<file path="config.mk">
export PLATFORM = sky130hd
export DESIGN_NAME = systolic_skew_feeder
export DESIGN_NICKNAME = d
export VERILOG_FILES = /design/src/rtl/systolic_pkg.sv /design/src/rtl/skew_lane_mux.sv /design/src/rtl/systolic_skew_feeder.sv
export SDC_FILE = /design/constraint.sdc
export NUM_CORES = 1
export LEC_CHECK = 0
export ABC_AREA = 1
export CORE_MARGIN = 2
export CORE_UTILIZATION = 49
export CTS_BUF_LIST = sky130_fd_sc_hd__clkbuf_2 sky130_fd_sc_hd__clkbuf_4 sky130_fd_sc_hd__clkbuf_8
export DETAILED_ROUTE_END_ITERATION = 6
export PLACE_DENSITY = 0.73
export SYNTH_ARGS = -nofsm -noshare
export SYNTH_HDL_FRONTEND = slang
export SYNTH_SLANG_ARGS = --single-unit
</file>
<file path="constraint.sdc">
create_clock -name clk -period 2.56 [get_ports clk]
set_input_delay 0.256 -clock clk [delete_from_list [all_inputs] [get_ports clk]]
set_output_delay 0.256 -clock clk [all_outputs]
set_load 0.02 [all_outputs]
</file>
<file path="src/rtl/systolic_pkg.sv">
// Shared defaults, FSM encoding and wavefront lane-select helper for the skew feeder.
package systolic_pkg;

  localparam int DEF_LANES = 4;
  localparam int DEF_DW    = 8;
  localparam int DEF_DEPTH = 4;

  typedef enum logic [1:0] {IDLE, LOAD, STREAM, DONE} state_e;

  // Buffer row that feeds `lane` on beat `s`, or -1 where the wavefront is zero-padded.
  function automatic int lane_row(int s, int lane, int lanes, int depth);
    int r;
    r = s - (lanes - 1 - lane);
    return ((r >= 0) && (r < depth)) ? r : -1;
  endfunction

endpackage

</file>
<file path="src/rtl/skew_lane_mux.sv">
// One output lane: selects this lane's element of the row due on the current beat, else zero.
// Purely combinational; no handshake of its own.
module skew_lane_mux
  import systolic_pkg::*;
#(
  parameter int LANES = DEF_LANES,
  parameter int DW    = DEF_DW,
  parameter int DEPTH = DEF_DEPTH,
  parameter int LANE  = 0,
  parameter int SCW   = 3
) (
  input  logic [SCW-1:0]           s_cnt,
  input  logic [DEPTH-1:0][DW-1:0] col,
  output logic [DW-1:0]            dat
);

  int row;

  always_comb begin
    row = lane_row(int'(s_cnt), LANE, LANES, DEPTH);
    dat = '0;
    for (int r = 0; r < DEPTH; r++) begin
      if (row == r) dat = col[r];
    end
  end

endmodule

</file>
<file path="src/rtl/systolic_skew_feeder.sv">
// Buffers a DEPTH-row tile, then streams it with per-lane diagonal skew to the systolic array.
// Latency: first beat one cycle after the tile completes; tile_done one cycle after the last beat.
// Backpressure: in_ready drops while streaming; hold freezes the stream. FEEDER_PINGPONG_EN adds a second tile buffer.
module systolic_skew_feeder
  import systolic_pkg::*;
#(
  parameter int LANES = DEF_LANES,
  parameter int DW    = DEF_DW,
  parameter int DEPTH = DEF_DEPTH
) (
  input  logic                clk,
  input  logic                reset,
  input  logic                in_valid,
  output logic                in_ready,
  input  logic [LANES*DW-1:0] in_data,
  input  logic                hold,
  output logic [LANES*DW-1:0] out_data,
  output logic                out_valid,
  output logic                tile_done,
  output logic                busy
);

  localparam int WCW = (DEPTH > 1) ? $clog2(DEPTH) : 1;
  localparam int SCW = (DEPTH + LANES - 1 > 1) ? $clog2(DEPTH + LANES - 1) : 1;

  typedef logic [LANES-1:0][DW-1:0] row_t;
  typedef row_t [DEPTH-1:0]         tile_t;

  state_e         state_q, state_d;
  logic [WCW-1:0] wr_cnt_q, wr_cnt_d;
  logic [SCW-1:0] s_cnt_q, s_cnt_d;
  row_t           out_data_q, out_data_d;
  logic           out_valid_q, out_valid_d;
  logic           tile_done_q, tile_done_d;
  logic           wr_fire, wr_last, s_last;
  tile_t          rd_tile;
  row_t           skew_dat;

`ifdef FEEDER_PINGPONG_EN
  logic       wr_sel_q, wr_sel_d, rd_sel_q, rd_sel_d;
  logic [1:0] full_q, full_d;
  tile_t      buf_q [2];
  tile_t      buf_d [2];
  assign rd_tile = buf_q[rd_sel_q];
`else
  tile_t      buf_q, buf_d;
  assign rd_tile = buf_q;
`endif

  assign wr_fire = in_valid && in_ready;
  assign wr_last = wr_fire && (wr_cnt_q == WCW'(DEPTH - 1));
  assign s_last  = (s_cnt_q == SCW'(DEPTH + LANES - 2));

  always_ff @(posedge clk or negedge reset) begin
    if (!reset) state_q <= IDLE;
    else        state_q <= state_d;
  end

  always_comb begin
    state_d = state_q;
    unique case (state_q)
      IDLE:   if (wr_fire) state_d = wr_last ? STREAM : LOAD;
      LOAD:   if (wr_last) state_d = STREAM;
      STREAM: if (!hold && s_last) state_d = DONE;
      DONE: begin
`ifdef FEEDER_PINGPONG_EN
        // A tile already waiting in the other buffer streams back-to-back.
        if (full_q[~rd_sel_q] || wr_last)     state_d = STREAM;
        else if (wr_fire || wr_cnt_q != '0)   state_d = LOAD;
        else                                  state_d = IDLE;
`else
        state_d = IDLE;
`endif
      end
      default: state_d = IDLE;
    endcase
  end

  always_comb begin
`ifdef FEEDER_PINGPONG_EN
    in_ready = !full_q[wr_sel_q];
    busy     = (wr_cnt_q != '0) || (|full_q);
`else
    in_ready = (state_q == IDLE) || (state_q == LOAD);
    busy     = (state_q == LOAD) || (state_q == STREAM);
`endif
  end

  always_comb begin
    wr_cnt_d = wr_cnt_q;
    if (wr_fire) wr_cnt_d = wr_last ? '0 : wr_cnt_q + 1'b1;

    buf_d = buf_q;
`ifdef FEEDER_PINGPONG_EN
    if (wr_fire) buf_d[wr_sel_q][wr_cnt_q] = in_data;
    full_d   = full_q;
    wr_sel_d = wr_sel_q;
    rd_sel_d = rd_sel_q;
    if (wr_last) begin
      full_d[wr_sel_q] = 1'b1;
      wr_sel_d         = ~wr_sel_q;
    end
    if (state_q == DONE) begin
      full_d[rd_sel_q] = 1'b0;
      rd_sel_d         = ~rd_sel_q;
    end
`else
    if (wr_fire) buf_d[wr_cnt_q] = in_data;
`endif

    s_cnt_d     = s_cnt_q;
    out_data_d  = out_data_q;
    out_valid_d = out_valid_q;
    tile_done_d = 1'b0;
    if (state_q == STREAM && !hold) begin
      out_data_d  = skew_dat;
      out_valid_d = 1'b1;
      s_cnt_d     = s_last ? '0 : s_cnt_q + 1'b1;
    end else if (state_q == DONE) begin
      out_data_d  = '0;
      out_valid_d = 1'b0;
      tile_done_d = 1'b1;
    end
  end

  always_ff @(posedge clk or negedge reset) begin
    if (!reset) begin
      wr_cnt_q    <= '0;
      s_cnt_q     <= '0;
      out_data_q  <= '0;
      out_valid_q <= 1'b0;
      tile_done_q <= 1'b0;
`ifdef FEEDER_PINGPONG_EN
      wr_sel_q    <= 1'b0;
      rd_sel_q    <= 1'b0;
      full_q      <= '0;
`endif
    end else begin
      wr_cnt_q    <= wr_cnt_d;
      s_cnt_q     <= s_cnt_d;
      out_data_q  <= out_data_d;
      out_valid_q <= out_valid_d;
      tile_done_q <= tile_done_d;
`ifdef FEEDER_PINGPONG_EN
      wr_sel_q    <= wr_sel_d;
      rd_sel_q    <= rd_sel_d;
      full_q      <= full_d;
`endif
    end
  end

  // Tile storage carries no reset; contents are only read after a full load.
  always_ff @(posedge clk) begin
    buf_q <= buf_d;
  end

  for (genvar i = 0; i < LANES; i++) begin : g_lane
    logic [DEPTH-1:0][DW-1:0] col;
    always_comb begin
      for (int r = 0; r < DEPTH; r++) col[r] = rd_tile[r][i];
    end
    skew_lane_mux #(
      .LANES(LANES), .DW(DW), .DEPTH(DEPTH), .LANE(i), .SCW(SCW)
    ) u_mux (
      .s_cnt (s_cnt_q),
      .col   (col),
      .dat   (skew_dat[i])
    );
  end

  assign out_data  = out_data_q;
  assign out_valid = out_valid_q;
  assign tile_done = tile_done_q;

endmodule

</file>
# After elaboration in Yosys (flattened, before gate mapping)
# Cells that the tools add are included.
# W data, S select, Z words.
# op_classes
addsub	5
order_cmp	10
eq_ne	20
n_mux	36
reduce_logical	19
# op_table
op	count
$eq A32 B3 Y1 const B	8
$mux W32	7
$bwmux W128	1
$eq A32 B2 Y1 const B	4
$logic_not A32 Y1	4
$mux W8	16
$ge A32 B1 Y1 const B	3
$lt A32 B4 Y1 const B	3
$demux W32 S2	1
$mux W2	5
$logic_and A1 B1 Y1	9
$pmux W2 S4	1
$sub A3 B2 Y4 const B	2
$eq A2 B2 Y1 const B	3
$ne A2 B2 Y1 const B	3
$mux W1	4
$sub A3 B1 Y4 const B	1
$add A3 B1 Y3 const B	1
$eq A3 B3 Y1 const B	1
$ge A3 B1 Y1 const B	1
$lt A2 B3 Y1 const B	1
$lt A3 B3 Y1 const B	1
$mux W3	1
$reduce_and A3 Y1	1
other kinds (7)	8
# word_totals
reg_bits	169
in_bits	36
output_inout_bits	36
wordCells	115

# Logic depth before layout (Yosys ltp)
# depth
depth_word	10
ltp_mapped	14
mapped_depth_nobuf	12

# Hierarchy
# A second synthesis with hierarchy kept.
# unflattened
cells_unflattened	663
area_unflattened_um2	7417.1
# by_module_without_submodules
module	instances	cells_per_inst	area_per_inst_um2	seq_area_each_um2
systolic_skew_feeder	1	338	5805.6	4869.7
skew_lane_mux at g_lane[2].u_mux	1	89	454.2	0.0
skew_lane_mux at g_lane[0].u_mux	1	84	425.4	0.0
skew_lane_mux at g_lane[1].u_mux	1	79	392.9	0.0
skew_lane_mux at g_lane[3].u_mux	1	73	339.1	0.0

# Worst setup path before layout
# OpenSTA, ideal clock, no wires.
# synth_path
path_kind	register to register
start	register state_q[0]
end	register buf_q[64] (netlist name) (enable)
setup_ns	0.421
t_arrival_ns	2.359
required_ns	2.139
setup_slack_ns	-0.220
stages_incl_launch_ff	7
n_path_buf	0
synth_period_minus_slack_ns	2.780
path_cell_list	dfrtp_1 -> inv_1 -> ha_1 -> inv_1 -> a21oi_2 -> inv_1 -> nor2_1
# synth_via
elab_chain_cells	3
elab_cells_between_ends	4
cone_classes	eq/ne: 1; reduce/logical: 3
# synth_lines
item	line_no	text
start, declared	systolic_skew_feeder.sv:29	state_e state_q, state_d;
start signal, assigned	systolic_skew_feeder.sv:56	else state_q <= state_d;
$eq A2 B1 Y1 / $logic_not A2 Y1 (equally long branches)	systolic_skew_feeder.sv:84	in_ready = (state_q == IDLE) || (state_q == LOAD);
$logic_or A1 B1 Y1 (*)	systolic_skew_feeder.sv:84	
$logic_and A1 B1 Y1 (*)	systolic_skew_feeder.sv:50	assign wr_fire = in_valid && in_ready;
end signal, assigned	systolic_skew_feeder.sv:154	buf_q <= buf_d;
end, declared	systolic_skew_feeder.sv:46	tile_t buf_q, buf_d;
# Every way passes the cells marked *; elsewhere a longest branch is shown, timed or not.
# A chain may end at the register's enable or synchronous reset.

# Worst setup path after layout
# layout_path
start	register state_q[0]
end	output port in_ready
# layout_via
elab_chain_cells	2
elab_cells_between_ends	3
cone_classes	eq/ne: 1; reduce/logical: 2
# layout_lines
item	line_no	text
$eq A2 B1 Y1 / $logic_not A2 Y1 (equally long branches)	systolic_skew_feeder.sv:84	
$logic_or A1 B1 Y1 (*)	systolic_skew_feeder.sv:84	
end, declared	systolic_skew_feeder.sv:14	output logic in_ready,
# Marks and branches as above.

==> impl_metrics.json <==
{
  "status": "completed",
  "power_density_nw_per_um2": 1110,
  "drt-initial-drc-count": 390,
  "async_reset_ff_share_pct": 24.3,
  "dr.pass1.iters": 5,
  "totalWireLength_um": 14600,
  "start_util_pct": 50.5,
  "dp_hpwl_um": 9540,
  "synthCells": 599,
  "finalSetupViolCount": 0,
  "holdWs_ps": 419,
  "synth_xor_area_share_pct": 0.391,
  "period_needed_ps": 2180,
  "syn_area_um2": 7030,
  "worst_slew_pin_slew_ps": 1050,
  "io_buffers": 71,
  "place_ws_ps": 426,
  "drc": 0,
  "yosys_register_bits": 169,
  "core_area_um2": 13900,
  "endpoint_kind": "output port",
  "via_per_inst": 5.18,
  "die_h_um": 124,
  "grt_max_degree": 42,
  "synthMuxAreaShare_pct": 0,
  "grt_pass1_vias": 4613,
  "peakVddDrop_v": 0.000505,
  "critPathMaxFanout": 4,
  "synth_top_family_by_area": "simple AND/OR/NAND/NOR gates",
  "rsz0062_at_grt": "false",
  "path_class": "reg -> out",
  "hp-class": "in -> reg",
  "grt_use_total_pct": 20.8,
  "synth-simple-area-share_pct": 16.7,
  "drt-wirelength-per-cell_um": 16.6,
  "cp-start-kind": "flip-flop",
  "num_antenna_cells": 0,
  "clockRootBuffer": "clkbuf_8",
  "clock_skew_ps": 10.9,
  "synth.top_cell.area_share_pct": 54.7,
  "synth.distinct_cells": 33,
  "area_growth_pct": 19.9,
  "synth-compound-area-share_pct": 6.05,
  "layout.nets": 743,
  "relSlewSlack_pct": 29.8,
  "synth.top_cells.by_area": "edfxtp_1 55%, dfrtp_1 15%, nand2_1 7.8%, ha_1 3.0%, inv_1 2.8%",
  "yosys.area.top_type": "edfxtp_1",
  "dpl.cell_count": 850,
  "cts.sinks": 169,
  "clk_path_buf_depth": 2,
  "synth-edff-count": 128,
  "ff2ff_path_depth": 9,
  "antenna_found_initial": 0,
  "p_leak_nw": 3.40,
  "synthAdderAreaFrac_pct": 3.02,
  "grt_overflow": 0,
  "hold_depth": 1,
  "drive_gt1_share_pct": 11.2,
  "setup_slack_ps": 383,
  "finalMaxSlewViolations": 0,
  "hold_viol_final": 0,
  "ant_nets": 0,
  "power.total_mw": 9.39,
  "cts_tree": "done",
  "crit_required_ps": 2300,
  "synth_fp_nets": 652,
  "fmax_ghz": 0.459,
  "instances_no_fill": 883,
  "die_x_um": 124,
  "insertion_delay_ps": 470,
  "drv_cap": 0,
  "htree_levels": 4,
  "synth.avg_cell_area_um2": 11.7,
  "dieArea_um2": 15300,
  "cp_data_arrival_time_ps": 1920,
  "synth_seq_area_share_pct": 69.3,
  "path_clk_slew_ps": 90,
  "boundaryPins": 72,
  "num_rows": 43,
  "ys.warnings.count": 0,
  "grt_pass1_wl_um": 23400,
  "gp_congestion": 0.803,
  "numCtsBuffers": 17,
  "finalSetupTns_ps": 0,
  "fin_crit_sh_pct": 85.0,
  "synth_commonest_cells": "147 x nand2_1, 128 x edfxtp_1, 52 x inv_1",
  "synth_flop_cell": "edfxtp_1",
  "yosysMostFrequentCell": "nand2_1",
  "dr_total_vias": 4578
}
[placed cells by master (no fill, tap or decap), drive strengths merged]
cell type	synthesis	final
nand2	149	149
o21a	1	1
nand4	6	6
buf	8	16
nand3b	16	16
o21ai	34	34
clkbuf	7	18
inv	60	62
o22ai	1	1
or2	5	5
bufinv	0	3
nor2	52	52
a21oi	31	31
nor3	1	1
edfxtp	128	128
xor2	1	1
o211ai	11	11
ha	17	17
clkdlybuf4s50	0	70
dfrtp	41	41
dlygate4sd3	0	1
nand3	29	29
clkinvlp	0	7
clkinv	1	3
[metal layers]
layer  up-vias  part of all wire (%)  track usage, %
li1       2201                     -               -
met1      2217                    44            27.3
met2       135                    49            33.6
met3        25                   4.8            4.58
met4         0                   2.1            8.66
met5         -                     0               0
[power breakdown]
part | switching, mW | internal [mW] | leakage (nW)
Sequential | 0.264 | 3.58 | 1.71
Combinational | 2.35 | 1.24 | 1.50
Clock | 0.970 | 0.977 | 0.187
Total | 3.59 | 5.80 | 3.40
[sequential cells by signal, summed over array words and instances, names as in the netlist]
name and count:
wr_cnt_q 2, out_valid 1, buf_q 128, tile_done 1, s_cnt_q 3, out_data 32
state_q 2
[final cells by class]
type,instances,area [um2]
clock buffers,18,241
repair buffers,87,828
fillers,1081,5510
clock inverters,14,174
flip-flops and latches,169,4870
inverters,61,236
multi-input cells,354,1850
well taps,180,225
[per-stage QoR]
| stage | instance area (um2) | util, % |
|---|---|---|
| floorplan | 7030 | - |
| global placement | 8000 | 57.4 |
| detailed placement | 8000 | 57.4 |
| CTS | 8430 | 60.5 |
| global route | 8430 | 60.5 |
| finish | 8430 | 60.5 |
[timing repair]
action | CTS | global route
buffers inserted | 0 | 0
hold endpoints to repair | 6 | 0
hold buffers | 1 | 0
resized for setup | 0 | 0
[path summary, 6_finish.rpt]
check | startpoint | to | slack (ps)
worst min-delay path | in_data[28] | buf_q[28]$_DFFE_PP_ | 420
max in group asynchronous | reset | out_data[11]$_DFFE_PN0P_ | 1390
worst max-delay path | state_q[0]$_DFFE_PN0P_ | in_ready | 380
min in group asynchronous | reset | out_valid$_DFFE_PN0P_ | 520
worst max register to register | s_cnt_q[1]$_DFFE_PN0P_ | out_data[12]$_DFFE_PN0P_ | 420
worst min register to register | out_data[31]$_DFFE_PN0P_ | out_data[31]$_DFFE_PN0P_ | 490
[critical path, cell delays in order, from the launching register on]
cell	delay, ps
dfrtp_1	430
inv_1	130
ha_1	180
inv_1	60
nand2_1	70
clkdlybuf4s50_1	600
[logic make-up (layout without fill, tap and decap cells)]
kind of cell               Yosys count  after routing
and+or+nand+nor                    258            258
xor gates and xnor gates             1              1
DFF                                169            169
AOI/OAI and AO/OA                   78             78
buffers and inverters               76            180
adders and majority gates           17             17
(Power assumes the default switching activity.)
